### src/rtl/pipe_ctrl_stage.sv
// Registered RV32 main decoder with the ID/EX control latch, stall/flush, and a halt drain FSM.
// Optional macro CTRL_ILLEGAL_TRAP_EN: unknown opcodes set sticky illegal_op and drain like HALT.
module pipe_ctrl_stage #(
  parameter int OPCODE_W     = 7,
  parameter int ALUOP_W      = 2,
  parameter int DRAIN_CYCLES = 3
) (
  input  logic                clk,
  input  logic                rst_n,
  input  logic                id_valid,
  input  logic [OPCODE_W-1:0] id_opcode,
  input  logic                stall,
  input  logic                flush,
  output logic                ex_valid,
  output logic                ex_alusrc,
  output logic                ex_memtoreg,
  output logic                ex_regwrite,
  output logic                ex_memread,
  output logic                ex_memwrite,
  output logic                ex_branch,
  output logic                ex_jump,
  output logic                ex_jumpreg,
  output logic [ALUOP_W-1:0]  ex_aluop,
`ifdef CTRL_ILLEGAL_TRAP_EN
  output logic                illegal_op,
`endif
  output logic                fetch_hold,
  output logic                halted
);

  localparam logic [OPCODE_W-1:0] OP_R    = OPCODE_W'(7'b0110011);
  localparam logic [OPCODE_W-1:0] OP_LW   = OPCODE_W'(7'b0000011);
  localparam logic [OPCODE_W-1:0] OP_SW   = OPCODE_W'(7'b0100011);
  localparam logic [OPCODE_W-1:0] OP_BR   = OPCODE_W'(7'b1100011);
  localparam logic [OPCODE_W-1:0] OP_I    = OPCODE_W'(7'b0010011);
  localparam logic [OPCODE_W-1:0] OP_JAL  = OPCODE_W'(7'b1101111);
  localparam logic [OPCODE_W-1:0] OP_JALR = OPCODE_W'(7'b1100111);
  localparam logic [OPCODE_W-1:0] OP_LUI  = OPCODE_W'(7'b0110111);
  localparam logic [OPCODE_W-1:0] OP_HALT = OPCODE_W'(7'b1111111);

  typedef enum logic [1:0] {RUN, DRAIN, HALTED} state_t;

  state_t               state;
  logic [3:0]           cnt;
  logic                 d_alusrc, d_memtoreg, d_regwrite, d_memread;
  logic                 d_memwrite, d_branch, d_jump, d_jumpreg;
  logic [ALUOP_W-1:0]   d_aluop;
  logic                 known;
  logic                 is_halt;
  logic                 trap_op;
  logic                 accept;
  logic                 take_trap;
  logic                 load_real;

  always_comb begin
    d_alusrc   = 1'b0;
    d_memtoreg = 1'b0;
    d_regwrite = 1'b0;
    d_memread  = 1'b0;
    d_memwrite = 1'b0;
    d_branch   = 1'b0;
    d_jump     = 1'b0;
    d_jumpreg  = 1'b0;
    d_aluop    = '0;
    known      = 1'b1;
    case (id_opcode)
      OP_R:    begin d_regwrite = 1'b1; d_aluop = ALUOP_W'(2'b10); end
      OP_LW:   begin
        d_alusrc = 1'b1; d_memtoreg = 1'b1; d_regwrite = 1'b1; d_memread = 1'b1;
      end
      OP_SW:   begin d_alusrc = 1'b1; d_memwrite = 1'b1; end
      OP_BR:   begin d_branch = 1'b1; d_aluop = ALUOP_W'(2'b01); end
      OP_I:    begin d_alusrc = 1'b1; d_regwrite = 1'b1; d_aluop = ALUOP_W'(2'b11); end
      OP_JAL:  begin d_regwrite = 1'b1; d_jump = 1'b1; end
      OP_JALR: begin d_alusrc = 1'b1; d_regwrite = 1'b1; d_jump = 1'b1; d_jumpreg = 1'b1; end
      OP_LUI:  begin d_alusrc = 1'b1; d_regwrite = 1'b1; end
      OP_HALT: ;
      default: known = 1'b0;
    endcase
  end

  assign is_halt = (id_opcode == OP_HALT);
`ifdef CTRL_ILLEGAL_TRAP_EN
  assign trap_op = is_halt | ~known;
`else
  assign trap_op = is_halt;
`endif
  assign accept    = (state == RUN) & ~trap_op;
  assign take_trap = (state == RUN) & id_valid & trap_op & ~stall & ~flush;
  assign load_real = id_valid & accept;

  always_ff @(posedge clk or negedge rst_n) begin
    if (!rst_n) begin
      ex_valid    <= 1'b0;
      ex_alusrc   <= 1'b0;
      ex_memtoreg <= 1'b0;
      ex_regwrite <= 1'b0;
      ex_memread  <= 1'b0;
      ex_memwrite <= 1'b0;
      ex_branch   <= 1'b0;
      ex_jump     <= 1'b0;
      ex_jumpreg  <= 1'b0;
      ex_aluop    <= '0;
    end else if (flush || !stall) begin
      // flush and a gated load both reduce to "load, masked by load_real"
      ex_valid    <= ~flush & load_real;
      ex_alusrc   <= ~flush & load_real & d_alusrc;
      ex_memtoreg <= ~flush & load_real & d_memtoreg;
      ex_regwrite <= ~flush & load_real & d_regwrite;
      ex_memread  <= ~flush & load_real & d_memread;
      ex_memwrite <= ~flush & load_real & d_memwrite;
      ex_branch   <= ~flush & load_real & d_branch;
      ex_jump     <= ~flush & load_real & d_jump;
      ex_jumpreg  <= ~flush & load_real & d_jumpreg;
      ex_aluop    <= (~flush & load_real) ? d_aluop : '0;
    end
  end

  always_ff @(posedge clk or negedge rst_n) begin
    if (!rst_n) begin
      state      <= RUN;
      cnt        <= '0;
      fetch_hold <= 1'b0;
      halted     <= 1'b0;
`ifdef CTRL_ILLEGAL_TRAP_EN
      illegal_op <= 1'b0;
`endif
    end else begin
      case (state)
        RUN: begin
          if (take_trap) begin
            state      <= DRAIN;
            cnt        <= 4'(DRAIN_CYCLES - 1);
            fetch_hold <= 1'b1;
`ifdef CTRL_ILLEGAL_TRAP_EN
            if (!is_halt) illegal_op <= 1'b1;
`endif
          end
        end
        DRAIN: begin
          if (flush) begin
            state      <= RUN;
            cnt        <= '0;
            fetch_hold <= 1'b0;
          end else if (cnt == '0) begin
            state  <= HALTED;
            halted <= 1'b1;
          end else begin
            cnt <= cnt - 4'd1;
          end
        end
        HALTED: begin
          fetch_hold <= 1'b1;
          halted     <= 1'b1;
        end
        default: state <= RUN;
      endcase
    end
  end

endmodule

### config.mk
export PLATFORM = sky130hd
export DESIGN_NAME = pipe_ctrl_stage
export DESIGN_NICKNAME = d
export VERILOG_FILES = /design/src/rtl/pipe_ctrl_stage.sv
export SDC_FILE = /design/constraint.sdc
export NUM_CORES = 1
export LEC_CHECK = 0
export ABC_AREA = 1
export BUFFER_PORTS_ARGS = -buffer_cell sky130_fd_sc_hd__clkbuf_2
export CAP_MARGIN = 20
export CORE_MARGIN = 5
export CORE_UTILIZATION = 40
export CTS_BUF_LIST = sky130_fd_sc_hd__clkbuf_8 sky130_fd_sc_hd__clkbuf_16
export CTS_CLUSTER_DIAMETER = 30
export DETAILED_ROUTE_END_ITERATION = 7
export GPL_TIMING_DRIVEN = 0
export PLACE_DENSITY = 0.74
export SYNTH_ARGS = -nofsm -noshare
export SYNTH_HDL_FRONTEND = slang
export SYNTH_SLANG_ARGS = --single-unit
### constraint.sdc
create_clock -name clk -period 1.05 [get_ports clk]
set_input_delay 0.21 -clock clk [delete_from_list [all_inputs] [get_ports clk]]
set_output_delay 0.21 -clock clk [all_outputs]
set_load 0.01 [all_outputs]
# Word level (Yosys, flattened, before mapping)
# Index checks and enable logic that the tools add are counted.
[word_totals] reg_bits=18 out_inout_bits=13
[op_classes] n_addsub=1 eq_ne=17 muxes=23 bitwise_logic=18 n_reduce_logical=14
[op_table] cell="== test 7 bit (second input constant)" count=4
[op_table] cell="== test 7 x 6 -> 1 bit (second input constant)" count=3
[op_table] cell="bitwise AND 1 bit" count=14
[op_table] cell="2-to-1 mux 4 bit" count=3
[op_table] cell="one-hot mux 2 bit (3 select lines)" count=2
[op_table] cell="AND reduction 3 bit" count=4
[op_table] cell="2-to-1 mux 1 bit" count=11
[op_table] cell="2-to-1 mux 2 bit" count=4
[op_table] cell="inequality test 2 bit (second input constant)" count=4
[op_table] cell="one-hot mux 4 bit (2 select lines)" count=1
[op_table] cell="== test 7 x 2 -> 1 bit (second input constant)" count=1
[op_table] cell="== test 7 x 5 -> 1 bit (second input constant)" count=1
[op_table] cell="inequality test 3 bit (second input constant)" count=2
[op_table] cell="OR reduction 6 bit" count=1
[op_table] cell="OR reduction 5 bit" count=1
[op_table] cell="logical NOT 4 bit" count=1
[op_table] cell="NOT 1 bit" count=4
[op_table] cell="nonzero test 2 bit" count=2
[op_table] cell="subtractor 4 x 1 -> 4 bit (second input constant)" count=1
[op_table] cell="one-hot mux 1 bit (3 select lines)" count=1
[op_table] cell="nonzero test 3 bit" count=1
[op_table] cell="== test 2 x 1 -> 1 bit (second input constant)" count=1
[op_table] cell="== test 2 bit (second input constant)" count=1
[op_table] cell="logical NOT 2 bit" count=1
[op_table] cell="4 further kinds" count=4

# Longest topological paths before layout
[depth] depth_word=7 mapped_depth=8 ltp_nobuf=8

# Worst setup path after synthesis
# OpenSTA, ideal clock, no wires.
[synth_path] path_type="register to register" from="reg cnt[0]" to="reg halted" setup_time_ns=0.127 t_arrival_ns=1.034 path_slack_ns=-0.111 stages_incl_launch_ff=6 path_buffers=0 synth_period_minus_slack_ns=1.161 path_cell_list="dfrtp_1 -> inv_1 -> ha_1 -> nand3_1 -> o21ai_0 -> or2_2"
[synth_via] elab_chain_cells=3
[synth_lines] element="from (decl)" line_no="44" source="logic [3:0] cnt;"
[synth_lines] element="from (signal assigned)" line_no="133" source="cnt <= 4'(DRAIN_CYCLES - 1);"
[synth_lines] element="from (signal assigned)" line_no="149" source="cnt <= cnt - 4'd1;"
[synth_lines] element="logical NOT 4 bit" line_no="145" source="end else if (cnt == '0) begin"
[synth_lines] element="inequality test 2 bit (no line)"
[synth_lines] element="AND reduction 3 bit (no line)"
[synth_lines] element="to (signal assigned)" line_no="124" source="halted <= 1'b0;"
[synth_lines] element="to (signal assigned)" line_no="147" source="halted <= 1'b1;"
[synth_lines] element="to (signal assigned)" line_no="154" source="halted <= 1'b1;"
[synth_lines] element="to (decl)" line_no="28" source="output logic halted"
# No other way between the ends.
# A chain may end at the register's enable or synchronous reset.

# Worst setup path after layout
[layout_path] from="reg state[1]" to="reg cnt[3]"
[layout_via] elab_chain_cells=7 elab_cells_between_ends=11 classes_between="eq/ne: 3; mux: 1; bitwise: 4; reduce/logical: 3"
[layout_lines] element="from (decl)" line_no="43" source="state_t state;"
[layout_lines] element="from (signal assigned)" line_no="121" source="state <= RUN;"
[layout_lines] element="from (signal assigned)" line_no="132" source="state <= DRAIN;"
[layout_lines] element="from (signal assigned)" line_no="142" source="state <= RUN;"
[layout_lines] element="logical NOT 2 bit" line_no="89, 129"
[layout_lines] element="bitwise AND 1 bit (4 in series)" line_no="89" source="assign take_trap = (state == RUN) & id_valid & trap_op & ~stall & ~flush;"
[layout_lines] element="inequality test 2 bit (no line)"
[layout_lines] element="AND reduction 3 bit (no line)"
# Several ways; a longest one is shown, not always the timed one.

==> results_dict.tcl <==
set metrics [dict create \
    clk_pin_slew_worst_paths_ns 0.07 \
    die_y_um 58.8 \
    diodes 0 \
    grt_max_degree 19 \
    rsz0062_at_grt "true" \
    worstHoldEndpoint "ex_aluop[1]" \
    rows 17 \
    core_um2 2230 \
    grt_pass1_vias 900 \
    cpMostUsedCell "nor2_4" \
    synthDominantCellAreaShare 0.473 \
    min-delay-start "id_opcode[4]" \
    grt_usage 0.134 \
    antenna_found_initial 0 \
    fillers 211 \
    area_delta_synth_final_pct 40.1 \
    ir_drop_v 0.000546 \
    setup_viol 13 \
    yosys-top-cells-area "dfrtp_1, nand2_1, nand3_1" \
    hpwl_um 1610 \
    yosysSeqAreaShare 0.473 \
    syn_nets 142 \
    yosysWarnings 0 \
    ant_nets 0 \
    post-route-period-util 1.14 \
    slowest_stage "dfrtp_2" \
    r2r_cells 7 \
    synth_cell_types 19 \
    critPathArrivalTime_ns 1.38 \
    violations "setup timing" \
    crit_fanout 4 \
    grt-ovfl-total 0 \
    io_pins 25 \
    start_util 0.426 \
    post-route-cell-area_um2 1330 \
    place.gp.congestion 0.971 \
    post_synth.cell_area_avg_um2 7.44 \
    yosys.area.top_type "dfrtp_1" \
    drt_iter0_markers 15 \
    synth_area_um2 952 \
    clockBufferDepth 2 \
    clkSinkCount 18 \
    dieArea_um2 3460 \
    start_kind "register" \
    cts_tree "done" \
    timing.critical_path.cells "nor2_4 > nand2_2 > nor2_4 > nor2_4 > nand2_2 > nand2_1 > nand2_1" \
    critPathRequiredTime_ns 1.24 \
    drv_cap 0 \
    worstReg2RegEnd "cnt[3]" \
    first_pass_iters 4 \
    outcome "complete, but fails checks" \
    drcViolationCount 0 \
    clk_latency_ns 0.25 \
    slew_headroom 0.549 \
    power.density_nw_per_um2 1010 \
    slowest_delay_ns 0.46 \
    slew_violations 0 \
    max_freq_mhz 835 \
    cts_max_level 1 \
    synth-seq-cells 18 \
    die_w_um 58.8 \
    fin_skew_ns 0.00347 \
    crit_type "register to register" \
    avgViaCountPerCell 4.86 \
    port_buffers 24 \
    layout-drive-gt1-share 0.402 \
    cts_buffers 3 \
    worst_slack_ns -0.148 \
    drt_wl_total_um 2360 \
    period_needed_ns 1.20 \
    worstMarginPinSlew_ns 0.675 \
    grt_pass1_wl_um 3680 \
    fin_nets 179 \
    min_path_cells 3 \
    leakagePower_nw 0.719 \
    worst_r2r_startpoint "state[1]" \
    finalPower_mw 1.34 \
    clock-root-buffer "clkbuf_8" \
    r2r_slack_ns -0.15 \
    wl_per_cell_um 12.3 \
    hold_path_class "input port to register" \
    cp-end-kind "register" \
    synthCells 128 \
    final_hold_viol_count 0 \
    via_count 933 \
    placed_area_um2 1120 \
]
-- logic make-up after synthesis --
group / count (synthesis) / synth area share
AOI/OAI and AO/OA: 8 / 0.0499
xor gates and xnor gates: 2 / 0.0184
adders and majority gates: 2 / 0.0263
buffers and inverters: 18 / 0.0749
DFF: 18 / 0.473
and+or+nand+nor: 80 / 0.357
-- worst max path at each step --
stage / from / endpoint / slack [ns]
finish: state[1] / cnt[3] / -0.15
global route: state[1] / cnt[3] / -0.20
CTS: cnt[1] / cnt[3] / -0.12
detailed placement: state[1] / ex_alusrc / -0.15
global placement: state[1] / ex_alusrc / -0.12
floorplan: cnt[0] / cnt[0] / -0.03
-- critical path, delay by kind of cell, from the launching register on --
kind | cells | cell delay [ns]
flops | 1 | 0.46
simple gates | 7 | 0.69
-- sequential cells by signal, summed over array words and instances, names as in the netlist --
register	cells
cnt	4
ex_alusrc	1
ex_valid	1
ex_aluop	2
ex_memwrite	1
ex_memread	1
halted	1
ex_branch	1
state	2
ex_jump	1
fetch_hold	1
ex_jumpreg	1
ex_regwrite	1
-- through the flow --
stage	hold WS (ns)	setup slack (ns)	cells	util	setup TNS, ns
6_report	0.231	-0.148	192	0.597	-1.16
5_1_grt	0.240	-0.199	192	0.597	-2.14
4_1_cts	0.232	-0.121	187	0.554	-0.722
3_5_place_dp	0.183	-0.147	180	0.504	-1.85
3_3_place_gp	0.174	-0.122	180	0.504	-1.44
2_1_floorplan	-0.0856	-0.0303	128	-	-0.137
-- Yosys cell counts (all sizes together) --
cell and n:
o21ai 7, xor2 2, inv 17, or2 1, nor2 17, nand4 2, nand3 13, ha 2
buf 1, nor3 1, dfrtp 18, a31o 1, nand2 46
-- repair_timing --
action,4_1_cts,5_1_grt
hold buffers,1,0
pin swaps,4,13
gates resized for setup,9,20
setup buffers,3,5
setup endpoints to repair,16,17
hold endpoints to repair,18,0
-- area by class of cell --
| cell class | count | area, um2 | area share |
|---|---|---|---|
| sequential | 18 | 452 | 0.339 |
| inverter | 17 | 66.3 | 0.0497 |
| clock buffer | 4 | 55.1 | 0.0413 |
| tap | 28 | 35.0 | 0.0263 |
| timing repair buffer | 33 | 194 | 0.145 |
| multi-input combinational | 92 | 532 | 0.399 |
-- report_power, final --
group / total [mW] / switching (mW) / internal, mW
Combinational: 0.0906 / 0.0626 / 0.0280
Sequential: 0.693 / 0 / 0.693
Clock: 0.559 / 0.227 / 0.333
-- cells in the final DEF, fill, tap and decap left out, types with 4 or more instances in the layout --
cell type  count
buf_4          7
clkbuf_2      24
clkbuf_8       4
dfrtp_1       17
inv_1         12
inv_2          4
nand2_1       40
nand2_2        5
nand3_1       10
nor2_1         9
nor2_2         4
nor2_4         4
o21ai_2        4
-- per-layer routing --
metal | global-route usage | vias up | part of all wire | routed length (um)
li1 | - | 474 | - | -
met1 | 0.174 | 432 | 0.46 | 1080
met2 | 0.222 | 23 | 0.50 | 1170
met3 | 0.0285 | 4 | 0.033 | 77
met4 | 0.0388 | 0 | 0.012 | 29
met5 | 0 | - | 0 | 0
No activity file was read; power rests on OpenSTA's default activity.
